[src/rtl/instruction_fetch_queue.sv]
// Decoupled RV32I fetch front end: sequential PC generation, 1-cycle IMEM reads,
// DEPTH-entry instruction/PC FIFO to decode, redirect flush with epoch-tagged responses.
module instruction_fetch_queue #(
  parameter int          XLEN     = 32,
  parameter int          PC_WIDTH = 9,
  parameter int          DEPTH    = 4,
  parameter int unsigned RESET_PC = 0
) (
  input  logic                       clock,
  input  logic                       reset,
  output logic [PC_WIDTH-3:0]        imem_address,
  output logic                       imem_read,
  input  logic [XLEN-1:0]            imem_data,
  input  logic                       redirect,
  input  logic [PC_WIDTH-1:0]        redirect_pc,
  output logic                       out_valid,
  input  logic                       out_ready,
  output logic [XLEN-1:0]            out_instruction,
  output logic [PC_WIDTH-1:0]        out_pc,
  output logic [$clog2(DEPTH+1)-1:0] count
);

  localparam int CW = $clog2(DEPTH + 1);
  localparam int AW = (DEPTH > 1) ? $clog2(DEPTH) : 1;
  localparam logic [PC_WIDTH-1:0] RESET_PC_V = PC_WIDTH'(RESET_PC);
  localparam logic [PC_WIDTH-1:0] PC_STEP    = PC_WIDTH'(4);

  logic [PC_WIDTH-1:0] fetch_pc_q, fetch_pc_d;
  logic [CW-1:0]       count_q, count_d;
  logic [AW-1:0]       head_q, head_d;
  logic [AW-1:0]       tail_q, tail_d;
  logic                pending_q, pending_d;
  logic [PC_WIDTH-1:0] pend_pc_q, pend_pc_d;
  logic                pend_epoch_q, pend_epoch_d;
  logic                epoch_q, epoch_d;

  logic [XLEN-1:0]     instr_mem [DEPTH];
  logic [PC_WIDTH-1:0] pc_mem    [DEPTH];

  logic                redirect_act;
  logic                pop;
  logic                push;
  logic                issue_ok;
  logic [CW:0]         credits_used;

  assign redirect_act = reset & redirect;
  assign out_valid    = (count_q != '0);
  assign pop          = out_valid & out_ready;
  // Counting the outstanding read and this cycle's pop guarantees a push never meets a full FIFO.
  assign credits_used = {1'b0, count_q} + (CW+1)'(pending_q) - (CW+1)'(pop);
  assign issue_ok     = (credits_used < (CW+1)'(DEPTH));
  // A response issued before a redirect carries the old epoch (or lands in the redirect cycle) and is dropped.
  assign push         = reset & pending_q & (pend_epoch_q == epoch_q) & ~redirect_act;

  always_comb begin
    imem_read    = reset & (redirect_act | issue_ok);
    imem_address = redirect_act ? redirect_pc[PC_WIDTH-1:2] : fetch_pc_q[PC_WIDTH-1:2];
    fetch_pc_d   = fetch_pc_q;
    if (redirect_act) begin
      fetch_pc_d = {redirect_pc[PC_WIDTH-1:2], 2'b00} + PC_STEP;
    end else if (imem_read) begin
      fetch_pc_d = fetch_pc_q + PC_STEP;
    end
    epoch_d      = epoch_q ^ redirect_act;
    pending_d    = imem_read;
    pend_pc_d    = {imem_address, 2'b00};
    pend_epoch_d = epoch_d;
  end

  always_comb begin
    head_d  = head_q;
    tail_d  = tail_q;
    count_d = count_q;
    if (redirect_act) begin
      head_d  = tail_q;
      count_d = '0;
    end else begin
      head_d  = head_q + AW'(pop);
      tail_d  = tail_q + AW'(push);
      count_d = count_q + CW'(push) - CW'(pop);
    end
  end

  always_ff @(posedge clock) begin
    if (!reset) begin
      fetch_pc_q   <= RESET_PC_V;
      count_q      <= '0;
      head_q       <= '0;
      tail_q       <= '0;
      pending_q    <= 1'b0;
      pend_pc_q    <= '0;
      pend_epoch_q <= 1'b0;
      epoch_q      <= 1'b0;
    end else begin
      fetch_pc_q   <= fetch_pc_d;
      count_q      <= count_d;
      head_q       <= head_d;
      tail_q       <= tail_d;
      pending_q    <= pending_d;
      pend_pc_q    <= pend_pc_d;
      pend_epoch_q <= pend_epoch_d;
      epoch_q      <= epoch_d;
    end
  end

  always_ff @(posedge clock) begin
    if (push) begin
      instr_mem[tail_q] <= imem_data;
      pc_mem[tail_q]    <= pend_pc_q;
    end
  end

  assign out_instruction = out_valid ? instr_mem[head_q] : '0;
  assign out_pc          = out_valid ? pc_mem[head_q] : '0;
  assign count           = count_q;

endmodule
[config.mk]
export PLATFORM = sky130hd
export DESIGN_NAME = instruction_fetch_queue
export DESIGN_NICKNAME = d
export VERILOG_FILES = /design/src/rtl/instruction_fetch_queue.sv
export SDC_FILE = /design/constraint.sdc
export NUM_CORES = 1
export LEC_CHECK = 0
export BUFFER_PORTS_ARGS = -buffer_cell sky130_fd_sc_hd__buf_2
export CORE_ASPECT_RATIO = 0.7
export CORE_UTILIZATION = 41
export CTS_CLUSTER_SIZE = 16
export DETAILED_ROUTE_END_ITERATION = 12
export PLACE_DENSITY = 0.6
export SYNTH_ARGS = -nofsm -noshare
export SYNTH_HDL_FRONTEND = slang
export SYNTH_SLANG_ARGS = --single-unit
[constraint.sdc]
create_clock -name clock -period 7.1 [get_ports clock]
set_clock_uncertainty 0.1 [all_clocks]
set_input_delay 1.065 -clock clock [delete_from_list [all_inputs] [get_ports clock]]
set_output_delay 1.065 -clock clock [all_outputs]
set_load 0.01 [all_outputs]
==> results.json <==
{
  "synth-edff-count": 156,
  "fillers": 1375,
  "multi_input_area_sq_um": 1830,
  "cts_tree": "yes",
  "ys.flop_type": "edfxtp_1",
  "worst_setup_path_start_kind": "flip-flop",
  "post_route_cells_drive_above_1_share_pct": 37.7,
  "ys_types": 40,
  "firstDrtPassIters": 5,
  "synth_area_sq_um": 7050,
  "ys_seq_area_share_pct": 72.7,
  "grt_use_met3_pct": 4.92,
  "p_leak_nw": 3.00,
  "rr_endpoint": "fetch_pc_q[8]$_SDFFE_PN0P_",
  "hold_viol_final": 0,
  "synthSimpleGateAreaFrac_pct": 7.63,
  "max-clock-path-buffers": 2,
  "synth_xor_area_share_pct": 1.24,
  "crit_chain": "or3_2 > nand2_1 > or2_2 > ha_1 > and2_1 > a41o_1 > or3_1 > and2_4 > buf_2",
  "cts_sinks": 178,
  "tightest_slew_ns": 1.17,
  "num_vias": 3535,
  "power.density_nw_per_um2": 264,
  "setup_slack_ns": 2.26,
  "htree_levels": 4,
  "numCtsBuffers": 17,
  "setup.worst_path.class": "flip-flop to primary output",
  "yosys.area_share.adder_pct": 1.17,
  "wl_per_cell_um": 18.0,
  "syn2layout_area_growth_pct": 18.1,
  "synthMuxAreaShare_pct": 14.3,
  "final_area_sq_um": 8330,
  "first_global_vias": 3748,
  "ff2ff_setup_slack_ns": 3.65,
  "grt_pass1_wl_mm": 20.4,
  "synth_top_family_by_area": "multiplexers",
  "cp_max_fo": 42,
  "io_buffers": 93,
  "die_h_um": 112,
  "antenna_found_initial": 1,
  "period_share_pct": 68.1,
  "holdPathStages": 2,
  "coreArea_sq_um": 16500,
  "r2r_start": "count[1]$_SDFF_PP0_",
  "place_congestion": 0.727,
  "placed_cell_area_sq_um": 7760,
  "cts_hold_buf": 0,
  "nets": 524,
  "fin_cells": 712,
  "fmax_mhz": 207,
  "crit_arrival_ns": 3.67,
  "hold_start": "fetch_pc_q[6]$_SDFFE_PN0P_",
  "slew_violations": 0,
  "postSynthAreaPerCell_sq_um": 18.7,
  "crit_family": "simple AND/OR/NAND/NOR gates",
  "start_util_pct": 42.6,
  "cts_resized": 0,
  "grt.met2_usage_pct": 24.6,
  "hp-class": "flip-flop to flip-flop",
  "max_cap_violations": 0,
  "ys_async_sr_fraction_pct": 0,
  "cts_setup_buffers": 0,
  "insertion_delay_ns": 0.42,
  "dieArea_sq_um": 17700,
  "vdd_drop_max_v": 0.000148,
  "io_pins": 98,
  "grt_overflow": 0,
  "cts.reportedPaths.clkPinSlew_ns": 0.06,
  "drtIter0Drc": 206,
  "worstSetupEndpointType": "primary output",
  "seq_area_sq_um": 5130,
  "vias_per_cell": 4.96,
  "place_inst": 679,
  "synth-seq-cells": 178,
  "setup_violations": 0,
  "cp_slowest_cell": "or3_2",
  "cp.depth": 9,
  "r2r_cells": 9,
  "slew_headroom_pct": 22.2,
  "path_buf_inv": 1,
  "required_ns": 5.93,
  "wl_mm": 12.8,
  "fp-row-count": 39,
  "period_needed_ns": 4.84,
  "tns_ns": 0,
  "utilization_pct": 50.3,
  "drc_errors": 0,
  "cts-root-buf": "clkbuf_16",
  "hold_end": "fetch_pc_q[6]$_SDFFE_PN0P_",
  "die_x_um": 159,
  "rsz0062_at_grt": "false",
  "grt_util_met1_pct": 20.4,
  "slowest_delay_ns": 0.70,
  "globalRoute.busiestLayer": "met2",
  "grt_max_degree": 43,
  "synth_compound_area_share_pct": 1.28,
  "grtUsageTotal_pct": 15.6,
  "yosys_warnings": 0,
  "ant_nets": 0,
  "synthCells": 376,
  "post-place-ws_ns": 2.62,
  "dpl.hpwl_mm": 7.47,
  "status": "finished, final reports clean"
}
==> how the worst max path moves through the flow <==
stage                                   start                        end  slack [ns]
final                     count[1]$_SDFF_PP0_                  imem_read        2.26
after global routing      count[1]$_SDFF_PP0_                  imem_read        1.96
after CTS                 count[1]$_SDFF_PP0_                  imem_read        2.16
after detailed placement  count[1]$_SDFF_PP0_                  imem_read        2.62
after global placement    count[1]$_SDFF_PP0_                  imem_read        2.67
after floorplan                      redirect  instr_mem[1][0]$_DFFE_PP_        2.15
==> area by class of cell <==
cell class | count | area share (%)
clock inverter | 14 | 1.65
tap | 225 | 3.38
inverter | 6 | 0.270
clock buffer | 18 | 5.15
multi-input combinational | 173 | 22.0
sequential | 178 | 61.6
antenna | 1 | 0.0300
timing repair buffer | 97 | 5.95
==> power by group <==
group / internal (W) / switching [W]
sequential: 0.00116 / 0.0000150
combinational: 0.0000630 / 0.0000704
clock: 0.000516 / 0.000378
total: 0.00174 / 0.000464
==> synthesized netlist by cell type (2+ instances only) <==
cell / n / area share, %
mux2_2: 5 / 0.80
nand2_1: 13 / 0.69
o2bb2ai_1: 2 / 0.25
a21o_1: 2 / 0.21
nor2b_1: 6 / 0.53
nor2_1: 4 / 0.21
a21boi_1: 2 / 0.21
buf_4: 2 / 0.21
nor3_1: 2 / 0.14
and2_1: 49 / 4.3
buf_2: 4 / 0.28
edfxtp_1: 156 / 66
o21ai_0: 2 / 0.14
mux2i_1: 7 / 0.99
buf_1: 2 / 0.11
mux4_2: 39 / 12
xor2_1: 5 / 0.62
dfxtp_1: 22 / 6.2
xnor2_1: 5 / 0.62
nand3_1: 6 / 0.43
ha_1: 5 / 0.89
nand2b_1: 3 / 0.27
inv_1: 6 / 0.32
clkbuf_1: 11 / 0.59
==> logic make-up (layout without fill, tap and decap cells) <==
kind of cell,count (synthesis),count (layout)
flip-flops,178,178
other,1,3
AND/OR/NAND/NOR,93,93
XOR/XNOR,10,10
AO/OA/AOI/OAI,11,11
multiplexers,51,51
buffers and inverters,26,135
adder cells (fa/ha/maj),6,6
==> stage by stage <==
| step | hold WS (ns) | power, W |
|---|---|---|
| floorplan | 0.327 | 0.00128 |
| global placement | 0.348 | 0.00133 |
| detailed placement | 0.345 | 0.00133 |
| CTS | 0.356 | 0.00223 |
| global route | 0.375 | 0.00228 |
| finish | 0.357 | 0.00220 |
==> sequential cells by signal (all words and copies together), names as in the netlist <==
register / flops
head_q: 2
instr_mem: 128
fetch_pc_q: 7
tail_q: 2
pend_pc_q: 7
pending_q: 1
count: 3
pc_mem: 28
==> placed cells by master, fill, tap and decap left out, drive strengths merged, types with 6 or more instances in the layout <==
master,count
clkbuf,18
buf,97
dfxtp,22
nand2,14
inv,8
mux4,39
and2,51
nor2b,6
mux2i,7
nand3,6
edfxtp,156
clkinv,10
==> worst min-delay path: stages, from the launching register on <==
cell and delay [ns]:
dfxtp_1 0.31, nand2_1 0.05, a21boi_1 0.05
==> layer usage <==
layer  up-vias  share of wire [%]  wire (um)
met1      1798                 47       5970
met3        15                4.7        604
li1       1650                  -          -
met5         -                  0          0
met2        72                 48       6100
met4         0                1.1        146
Note: power is estimated with default switching activity, not from simulation.
